==> src/rtl/uart_bridge_responder_pkg.sv <==
// Shared register map, bit positions and sizing defaults for the UART bridge responder.
// Latency: none (declarations only).
// Backpressure: not applicable.
package uart_bridge_responder_pkg;

    localparam int FIFO_DEPTH_DEF = 16;

    // Word offsets decoded from bridge_uart_address[5:2]
    localparam logic [3:0] OFS_DATA    = 4'h0;
    localparam logic [3:0] OFS_STATUS  = 4'h1;
    localparam logic [3:0] OFS_CONTROL = 4'h2;

    // DATA read bit positions
    localparam int DATA_RVALID = 15;

    // STATUS bit positions
    localparam int ST_RX_CNT_LSB = 0;
    localparam int ST_TX_CNT_LSB = 8;
    localparam int ST_RX_OVR     = 16;
    localparam int ST_TX_OVF     = 17;

    // CONTROL bit positions
    localparam int CTL_RX_IRQ_EN       = 0;
    localparam int CTL_TX_EMPTY_IRQ_EN = 1;
    localparam int CTL_LOOPBACK        = 2;

endpackage

==> src/rtl/uart_bridge_responder_fifo.sv <==
// Synchronous first-word-fall-through byte FIFO with an occupancy count.
// Latency: a pushed byte is visible on pop_dat the cycle after the push edge.
// Backpressure: pushes while full are dropped; pops while empty are ignored.
module bridge_byte_fifo #(
    parameter int DEPTH = 16,
    parameter int CNT_W = $clog2(DEPTH) + 1
) (
    input  logic             clock,
    input  logic             nreset,
    input  logic             push_vld,
    input  logic [7:0]       push_dat,
    input  logic             pop_rdy,
    output logic [7:0]       pop_dat,
    output logic [CNT_W-1:0] count,
    output logic             full,
    output logic             empty
);
    localparam int AW = $clog2(DEPTH);

    logic [7:0]    mem [DEPTH];
    logic [AW-1:0] wr_ptr;
    logic [AW-1:0] rd_ptr;
    logic          do_push;
    logic          do_pop;

    assign full    = (count == CNT_W'(DEPTH));
    assign empty   = (count == '0);
    assign do_push = push_vld & ~full;
    assign do_pop  = pop_rdy & ~empty;
    assign pop_dat = mem[rd_ptr];

    // Storage array; contents are don't-care until written, so it is not reset
    always_ff @(posedge clock) begin
        if (do_push) begin
            mem[wr_ptr] <= push_dat;
        end
    end

    // Pointers wrap naturally at the power-of-two depth; count never passes DEPTH
    always_ff @(posedge clock or negedge nreset) begin
        if (!nreset) begin
            wr_ptr <= '0;
            rd_ptr <= '0;
            count  <= '0;
        end else begin
            if (do_push) wr_ptr <= wr_ptr + AW'(1);
            if (do_pop)  rd_ptr <= rd_ptr + AW'(1);
            case ({do_push, do_pop})
                2'b10:   count <= count + CNT_W'(1);
                2'b01:   count <= count - CNT_W'(1);
                default: count <= count;
            endcase
        end
    end

endmodule

==> src/rtl/uart_bridge_responder.sv <==
// Register-mapped bus responder bridging a request/acknowledge bus to UART RX/TX byte FIFOs.
// Latency: acknowledge and read data one cycle after the request; loopback moves one byte per cycle.
// Backpressure: TX drains on tx_valid & tx_ready; full-FIFO writes and RX strobes are dropped and flagged.
module uart_bridge_responder
    import uart_bridge_responder_pkg::*;
#(
    parameter int FIFO_DEPTH = FIFO_DEPTH_DEF,
    parameter int CNT_W      = $clog2(FIFO_DEPTH) + 1
) (
    input  logic        clock,
    input  logic        nreset,
    input  logic        bridge_uart_read,
    input  logic        bridge_uart_write,
    input  logic [3:0]  bridge_uart_byte_enable,
    input  logic [5:0]  bridge_uart_address,
    input  logic [31:0] bridge_uart_write_data,
    output logic        bridge_uart_acknowledge,
    output logic [31:0] bridge_uart_read_data,
    input  logic        rx_valid,
    input  logic [7:0]  rx_data,
    output logic        tx_valid,
    output logic [7:0]  tx_data,
    input  logic        tx_ready,
    output logic        irq
);
    logic [3:0]       offset;
    logic             req;
    logic             ack_rise;
    logic             is_read;
    logic             is_write;
    logic [31:0]      rd_val;
    logic [2:0]       ctrl;
    logic             rx_ovr;
    logic             tx_ovf;
    logic             loopback;

    logic             rx_push_vld;
    logic [7:0]       rx_push_dat;
    logic             rx_pop_rdy;
    logic [7:0]       rx_dat;
    logic [CNT_W-1:0] rx_count;
    logic             rx_full;
    logic             rx_empty;

    logic             tx_push_vld;
    logic             tx_pop_rdy;
    logic [7:0]       tx_dat;
    logic [CNT_W-1:0] tx_count;
    logic             tx_full;
    logic             tx_empty;

    logic             lb_move;
    logic             status_clr;
    logic             unused_bits;

    assign offset   = bridge_uart_address[5:2];
    assign req      = bridge_uart_read | bridge_uart_write;
    assign ack_rise = req & ~bridge_uart_acknowledge;
    assign is_read  = bridge_uart_read;
    assign is_write = bridge_uart_write & ~bridge_uart_read;   // read wins a collision
    assign loopback = ctrl[CTL_LOOPBACK];

    assign lb_move     = loopback & ~tx_empty & ~rx_full;
    assign rx_push_vld = loopback ? lb_move : rx_valid;
    assign rx_push_dat = loopback ? tx_dat  : rx_data;
    assign rx_pop_rdy  = ack_rise & is_read & (offset == OFS_DATA) & ~rx_empty;
    assign tx_push_vld = ack_rise & is_write & (offset == OFS_DATA) & bridge_uart_byte_enable[0];
    assign tx_pop_rdy  = loopback ? lb_move : (tx_ready & ~tx_empty);
    assign status_clr  = ack_rise & is_write & (offset == OFS_STATUS) & bridge_uart_byte_enable[2];

    assign tx_valid = ~loopback & ~tx_empty;
    assign tx_data  = tx_valid ? tx_dat : 8'h00;

    assign unused_bits = ^{bridge_uart_address[1:0], bridge_uart_byte_enable[3],
                           bridge_uart_byte_enable[1], bridge_uart_write_data[31:18],
                           bridge_uart_write_data[15:8]};

    bridge_byte_fifo #(.DEPTH(FIFO_DEPTH), .CNT_W(CNT_W)) u_rx_fifo (
        .clock    (clock),
        .nreset   (nreset),
        .push_vld (rx_push_vld),
        .push_dat (rx_push_dat),
        .pop_rdy  (rx_pop_rdy),
        .pop_dat  (rx_dat),
        .count    (rx_count),
        .full     (rx_full),
        .empty    (rx_empty)
    );

    bridge_byte_fifo #(.DEPTH(FIFO_DEPTH), .CNT_W(CNT_W)) u_tx_fifo (
        .clock    (clock),
        .nreset   (nreset),
        .push_vld (tx_push_vld),
        .push_dat (bridge_uart_write_data[7:0]),
        .pop_rdy  (tx_pop_rdy),
        .pop_dat  (tx_dat),
        .count    (tx_count),
        .full     (tx_full),
        .empty    (tx_empty)
    );

    // Read mux for the addressed register, sampled on the acknowledge-rise edge
    always_comb begin
        rd_val = '0;
        case (offset)
            OFS_DATA: begin
                if (!rx_empty) begin
                    rd_val[7:0]         = rx_dat;
                    rd_val[DATA_RVALID] = 1'b1;
                end
            end
            OFS_STATUS: begin
                rd_val[ST_RX_CNT_LSB +: 5] = 5'(rx_count);
                rd_val[ST_TX_CNT_LSB +: 5] = 5'(tx_count);
                rd_val[ST_RX_OVR]          = rx_ovr;
                rd_val[ST_TX_OVF]          = tx_ovf;
            end
            OFS_CONTROL: rd_val[2:0] = ctrl;
            default: ;
        endcase
    end

    // Acknowledge tracks the request one edge late; read data is held only while acknowledged
    always_ff @(posedge clock or negedge nreset) begin
        if (!nreset) begin
            bridge_uart_acknowledge <= 1'b0;
            bridge_uart_read_data   <= '0;
        end else begin
            bridge_uart_acknowledge <= req;
            if (ack_rise) begin
                bridge_uart_read_data <= is_read ? rd_val : 32'h0;
            end else if (!req) begin
                bridge_uart_read_data <= '0;
            end
        end
    end

    // CONTROL register and sticky error flags (a new error wins over a same-cycle clear)
    always_ff @(posedge clock or negedge nreset) begin
        if (!nreset) begin
            ctrl   <= '0;
            rx_ovr <= 1'b0;
            tx_ovf <= 1'b0;
        end else begin
            if (ack_rise && is_write && offset == OFS_CONTROL && bridge_uart_byte_enable[0]) begin
                ctrl <= bridge_uart_write_data[2:0];
            end
            rx_ovr <= (rx_ovr & ~(status_clr & bridge_uart_write_data[ST_RX_OVR]))
                    | (~loopback & rx_valid & rx_full);
            tx_ovf <= (tx_ovf & ~(status_clr & bridge_uart_write_data[ST_TX_OVF]))
                    | (tx_push_vld & tx_full);
        end
    end

    // Registered level interrupt
    always_ff @(posedge clock or negedge nreset) begin
        if (!nreset) begin
            irq <= 1'b0;
        end else begin
            irq <= (ctrl[CTL_RX_IRQ_EN] & (rx_count != '0))
                 | (ctrl[CTL_TX_EMPTY_IRQ_EN] & (tx_count == '0));
        end
    end

endmodule
==> config.mk <==
export PLATFORM = sky130hd
export DESIGN_NAME = uart_bridge_responder
export DESIGN_NICKNAME = d
export VERILOG_FILES = /design/src/rtl/uart_bridge_responder_pkg.sv /design/src/rtl/uart_bridge_responder_fifo.sv /design/src/rtl/uart_bridge_responder.sv
export SDC_FILE = /design/constraint.sdc
export NUM_CORES = 1
export LEC_CHECK = 0
export BUFFER_PORTS_ARGS = -buffer_cell sky130_fd_sc_hd__clkbuf_2
export CAP_MARGIN = 15
export CORE_MARGIN = 1
export CORE_UTILIZATION = 55
export CTS_CLUSTER_SIZE = 30
export DETAILED_ROUTE_END_ITERATION = 12
export PLACE_DENSITY = 0.71
export SETUP_SLACK_MARGIN = 0.3
export SYNTH_ARGS = -nofsm -noshare
export SYNTH_HDL_FRONTEND = slang
export SYNTH_SLANG_ARGS = --single-unit
==> constraint.sdc <==
create_clock -name clock -period 7.9 [get_ports clock]
set_input_delay 1.185 -clock clock [delete_from_list [all_inputs] [get_ports clock]]
set_output_delay 1.185 -clock clock [all_outputs]
set_load 0.02 [all_outputs]
==> Word-level counts from Yosys, hierarchy flattened <==
Memory sizes are Yosys's and may differ from the RTL's.
Index checks and enable logic that the tools add are counted.
Widths: inputs -> output; s select.
{ "word_totals": {"reg_bits": 65, "latchBits": 0, "ramBits": 256, "romBits": 0, "in_bits": 56, "output_inout_bits": 43, "word_cells": 101, "n_memories": 2} }
{ "mem_list": {"columns": ["name", "words", "width", "read_ports", "rd_clocked_by_memory_dff", "wr", "line_no", "rtl"], "rows": [
  ["u_rx_fifo.mem", 16, 8, 1, 0, 1, "uart_bridge_responder_fifo.sv:20", "logic [7:0] mem [DEPTH];"],
  ["u_tx_fifo.mem", 16, 8, 1, 0, 1, "uart_bridge_responder_fifo.sv:20", null]
]} }
{ "classes": {"add_sub_neg": 8, "multipliers": 0, "n_div": 0, "magnitude_cmp": 0, "n_eq_ne": 9, "shifts": 0, "mux": 21, "bitwise": 40, "n_reduce_logical": 9} }
{ "op_table": {"columns": ["op", "n"], "rows": [
  ["$mux 32", 2],
  ["$and 1x1->1", 27],
  ["$mux 8", 3],
  ["$pmux 5 s2", 2],
  ["$mux 18", 1],
  ["$add 4x1->4 const B", 4],
  ["$add 5x1->5 const B", 2],
  ["$eq 5x5->1 const B", 2],
  ["$logic_not 5->1", 2],
  ["$sub 5x1->5 const B", 2],
  ["$not 1->1", 9],
  ["$pmux 3 s3", 1],
  ["$mux 1", 8],
  ["$mux 5", 1],
  ["$reduce_bool 5->1", 1],
  ["$eq 2x1->1 const B", 2],
  ["$eq 2x2->1 const B", 2],
  ["$eq 4x1->1 const B", 1],
  ["$eq 4x2->1 const B", 1],
  ["$logic_not 4->1", 1],
  ["$or 1x1->1", 4],
  ["$pmux 2 s2", 1],
  ["$reduce_bool 2->1", 2],
  ["$logic_and 1x1->1", 3],
  ["other kinds (3)", 3]
]} }

==> Depth between registers and ports, before layout <==
{ "depth": {"ltp_word": 9, "ltp_mapped": 12, "depth_no_buf": 12} }

==> Cells and area by module <==
A second synthesis with hierarchy kept.
{ "hier_totals": {"cells_unflattened": 786, "area_unflattened_um2": 12907.4} }
{ "by_module_without_submodules": {"columns": ["module", "instances", "cells_each", "area_per_inst_um2", "seq_area_each_um2"], "rows": [
  ["bridge_byte_fifo", 2, 332, 5779.3, 4169.0],
  ["uart_bridge_responder", 1, 122, 1348.8, 575.6]
]} }

==> Least setup slack after synthesis <==
OpenSTA, ideal clock, no wires.
{ "synth_timing": {"kind": "input port to flip-flop", "start": "input bridge_uart_write", "end": "register u_tx_fifo.count[4]", "setup_time_ns": 0.127, "arrival_ns": 3.465, "t_required_ns": 7.773, "path_slack_ns": 4.308, "stages": 11, "path_buffers": 0, "cell_sequence": "nor2b_1 > nand4_1 > a21oi_1 > inv_1 > ha_1 > ha_1 > nor2b_1 > o21ai_0 > a21oi_1 > or3b_2 > xnor2_1"} }
{ "synth_between": {"elab_chain_cells": 8, "word_cells_on_any_way": 11, "classes_between": "2 x eq/ne; 1 x mux; 7 x bitwise; 1 x reduce/logical"} }
{ "synth_lines": {"columns": ["item", "line_no", "rtl"], "rows": [
  ["start, declared", "uart_bridge_responder.sv:13", "input logic bridge_uart_write,"],
  ["$or 1x1->1", "uart_bridge_responder.sv:57", "assign req = bridge_uart_read | bridge_uart_write;"],
  ["$and 1x1->1", "uart_bridge_responder.sv:58", "assign ack_rise = req & ~bridge_uart_acknowledge;"],
  ["$and 1x1->1 * (3 in a row)", "uart_bridge_responder.sv:67", "assign tx_push_vld = ack_rise & is_write & (offset == OFS_DATA) & bridge_uart_byte_enable[0];"],
  ["$and 1x1->1 *", "uart_bridge_responder_fifo.sv:28", "assign do_push = push_vld & ~full;"],
  ["$eq 2x1->1 or $eq 2x2->1 (tied branches)", "uart_bridge_responder_fifo.sv:48", "case ({do_push, do_pop})"],
  ["$pmux 5 s2 or $reduce_bool 2->1 (tied branches)", null, null],
  ["end signal, assigned", "uart_bridge_responder_fifo.sv:49", "2'b10: count <= count + CNT_W'(1);"],
  ["end signal, assigned", "uart_bridge_responder_fifo.sv:50", "2'b01: count <= count - CNT_W'(1);"],
  ["end signal, assigned", "uart_bridge_responder_fifo.sv:51", "default: count <= count;"],
  ["end, declared", "uart_bridge_responder_fifo.sv:14", "output logic [CNT_W-1:0] count,"]
]} }
Every way passes the cells marked *; elsewhere a longest branch is shown, timed or not.
A chain may end at the register's enable or synchronous reset.

==> Final worst setup path <==
{ "layout_timing": {"start": "register u_tx_fifo.rd_ptr[0]", "end": "output tx_data[0]"} }
{ "layout_between": {"elab_chain_cells": 2} }
{ "layout_lines": {"columns": ["item", "line_no", "rtl"], "rows": [
  ["start, declared", "uart_bridge_responder_fifo.sv:22", "logic [AW-1:0] rd_ptr;"],
  ["start signal, assigned", "uart_bridge_responder_fifo.sv:47", "if (do_pop) rd_ptr <= rd_ptr + AW'(1);"],
  ["$mem_v2 16x8", null, null],
  ["$mux 8", "uart_bridge_responder.sv:72", "assign tx_data = tx_valid ? tx_dat : 8'h00;"],
  ["end, declared", "uart_bridge_responder.sv:22", "output logic [7:0] tx_data,"]
]} }
Every way passes these cells.

==> metrics.yaml <==
worst_setup_path:
  slowest_stage: "mux4_2"
  path_class: "register to output pin"
  critPathRequiredTime_ps: 6710
  path_max_fanout: 35
  crit_family: "multiplexers"
  crit_path_cell_trace: "buf_4 -> mux4_2 -> mux2i_1 -> a21oi_1 -> and2_1 -> clkbuf_2"
  crit_path_start_kind: "register"
  end_kind: "output pin"
  slowest_delay_ps: 580
  arrival_ps: 2910
  crit_buf_inv: 2
pwr:
  leakagePower_nw: 4.87
  powerDensity_nw_per_um2: 310
  vdd.ir_drop.worst_mv: 0.166
routing:
  vias: 6365
  drt-total-wl_mm: 24.3
  firstDrtPassIters: 5
  final_antenna_net_count: 0
  vias_per_cell: 5.88
  avgRoutedWirePerCell_um: 22.5
  drc: 0
  drt_iter0_markers: 505
timing:
  max_freq_ghz: 0.244
  period_minus_slack_ps: 4090
  rsz0062_at_grt: "no"
  tns_ps: 0
  final_hold_viol_count: 0
  tightestPinTransition_ps: 973
  finalSetupViolCount: 0
  slew_violations: 0
  maxSlewHeadroom_pct: 34.9
  period_share_pct: 51.8
  finalClockSkew_ps: 10.7
final_layout:
  fin_area_um2: 14000
  area_growth_pct: 11.5
  nets: 848
  diodes: 0
  drive_gt1_share_pct: 24.7
cts:
  cts.clk_slew.worst_paths_ps: 60
  htreeDepth: 1
  clk-insertion-delay-late_ps: 550
  cts_hold_buffers: 0
  cts_tree: "yes"
  cts_resized: 0
  cts_sinks: 305
  clockBufferDepth: 3
  root_buffer: "clkbuf_16"
  postCtsSetupBuffers: 0
  cts_buffers: 30
logic_synthesis:
  yosysUniqueCellTypes: 48
  postSynthCellCount: 712
  ys_seq_area_share_pct: 70.8
  ys_ff_latch: 305
  synthArstFlopShare_pct: 16.1
  synth_edf_count: 256
  syn_area_um2: 12600
  synth_ff_type: "edfxtp_1"
  ys_warn_count: 0
  avgSynthCellArea_um2: 17.7
global_routing:
  grt_max_degree: 50
  grt_pass1_wl_mm: 37.5
  gr-usage-all-layers_pct: 21.4
  overflow: 0
  grt_pass1_vias: 6617
  grt_antenna_before_repair: 0
placement:
  io_buffers: 56
  gp_congestion: 0.789
  dpl_cell_area_um2: 13100
  dp_hpwl_mm: 15.7
die:
  start_util_pct: 55.8
  rows: 55
  die-width_um: 153
  fp.dieH_um: 153
  die_area_um2: 23500
  core_area_um2: 22600
  ios: 99
worst_hold_path:
  hold_class: "register to register"
run:
  max_cap_viol_count: 0
run_status:
  outcome: "complete, no violations"
[cells in the mapped netlist (all sizes together), types with 2 or more instances]
master / n / area [um^2]
a211oi: 2 / 15.0
a21oi: 18 / 90.1
a22o: 7 / 61.3
a22oi: 5 / 37.5
a31oi: 3 / 18.8
and2: 15 / 93.8
and3: 5 / 31.3
buf: 36 / 211
clkbuf: 18 / 67.6
dfrtp: 49 / 1230
edfxtp: 256 / 7690
ha: 18 / 225
inv: 14 / 52.6
mux2: 16 / 180
mux2i: 22 / 220
mux4: 62 / 1400
nand2: 33 / 124
nand2b: 3 / 18.8
nand3: 6 / 30.0
nand4: 5 / 31.3
nor2: 32 / 120
nor2b: 8 / 57.6
nor3: 9 / 45.0
nor4: 5 / 58.8
o21ai: 13 / 65.1
o221ai: 6 / 52.6
o22ai: 8 / 50.1
or2: 2 / 12.5
xnor2: 15 / 131
xor2: 8 / 70.1
[where the power goes]
group          internal [mW]  switching, mW  leakage (nW)
Clock                  0.771          0.570         0.449
Combinational          0.430          0.560          1.49
Sequential              1.89          0.131          2.93
Total                   3.09           1.26          4.87
[metal layers]
layer	part of all wire (%)	track usage, %	vias to the layer above
li1	-	-	2873
met1	41	27.3	3256
met2	52	37.5	181
met3	4.6	3.20	55
met4	3.3	7.38	0
met5	0	0	-
[cell usage in the layout (no fill, tap or decap), types with 12 or more instances in the layout]
master,Yosys,final
edfxtp_1,256,256
ha_1,18,18
nand2_1,33,33
mux2i_1,22,22
mux4_2,62,62
buf_4,16,12
clkbuf_16,0,31
a21oi_1,18,18
and2_1,15,15
o21ai_0,13,13
inv_1,14,14
xnor2_1,15,15
conb_1,1,16
clkbuf_2,0,56
mux2_2,16,16
dfrtp_1,49,47
nor2_1,32,32
[worst min-delay path, cell delays in order (launching register included)]
cell,delay [ps]
dfrtp_1,340
nand2_1,50
nand2_1,60
[final cells by class]
cell class	count	area, um^2
Inverter	14	52.6
Tap cell	285	357
Sequential cell	305	8920
Clock inverter	13	97.6
Multi-Input combinational cell	354	3410
Fill cell	1552	8530
Timing Repair Buffer	68	370
Clock buffer	43	841
[metrics by stage]
stage                     util (%)  hold WS (ps)  instances  setup WS (ps)  total power [mW]
after floorplan                  -           438        727           4310              2.76
after global placement        58.1           457       1026           3820              3.00
after detailed placement      58.1           466       1026           3710              3.05
after CTS                     62.2           480       1082           3740              4.39
after global routing          62.2           518       1082           3620              4.53
final                         62.2           479       1082           3810              4.35
[cells by family (layout without fill, tap and decap cells)]
| kind of cell | count (synthesis) | in the layout | share of synthesized area (%) |
|---|---|---|---|
| AOI/OAI and AO/OA | 68 | 68 | 3.51 |
| xor gates and xnor gates | 23 | 23 | 1.60 |
| adders and majority gates | 19 | 19 | 1.95 |
| buffers and inverters | 68 | 138 | 2.63 |
| and+or+nand+nor | 128 | 128 | 5.27 |
| DFF | 305 | 305 | 70.8 |
| muxes | 100 | 100 | 14.3 |
| other | 1 | 16 | 0.0298 |
[final timing paths]
path                                            from                        end  slack (ps)  depth (start not counted)
max in group asynchronous                     nreset        u_rx_fifo.rd_ptr[2]        6680                          2
setup / recovery                 u_tx_fifo.rd_ptr[0]                 tx_data[0]        3810                          6
hold reg to reg            bridge_uart_read_data[15]  bridge_uart_read_data[15]         480                          2
min in group asynchronous                     nreset         u_tx_fifo.count[1]         750                          2
setup reg to reg                             ctrl[2]         u_tx_fifo.count[4]        4290                         10
hold / removal             bridge_uart_read_data[15]  bridge_uart_read_data[15]         480                          2
[sequential cells by signal, indices dropped and copies added (netlist names)]
signal / count
u_rx_fifo.mem: 128
u_tx_fifo.mem: 128
bridge_uart_read_data: 16
u_rx_fifo.count: 5
u_tx_fifo.count: 5
u_rx_fifo.rd_ptr: 4
u_rx_fifo.wr_ptr: 4
u_tx_fifo.rd_ptr: 4
u_tx_fifo.wr_ptr: 4
ctrl: 3
bridge_uart_acknowledge: 1
irq: 1
rx_ovr: 1
tx_ovf: 1
No activity file was read; power rests on OpenSTA's default activity.
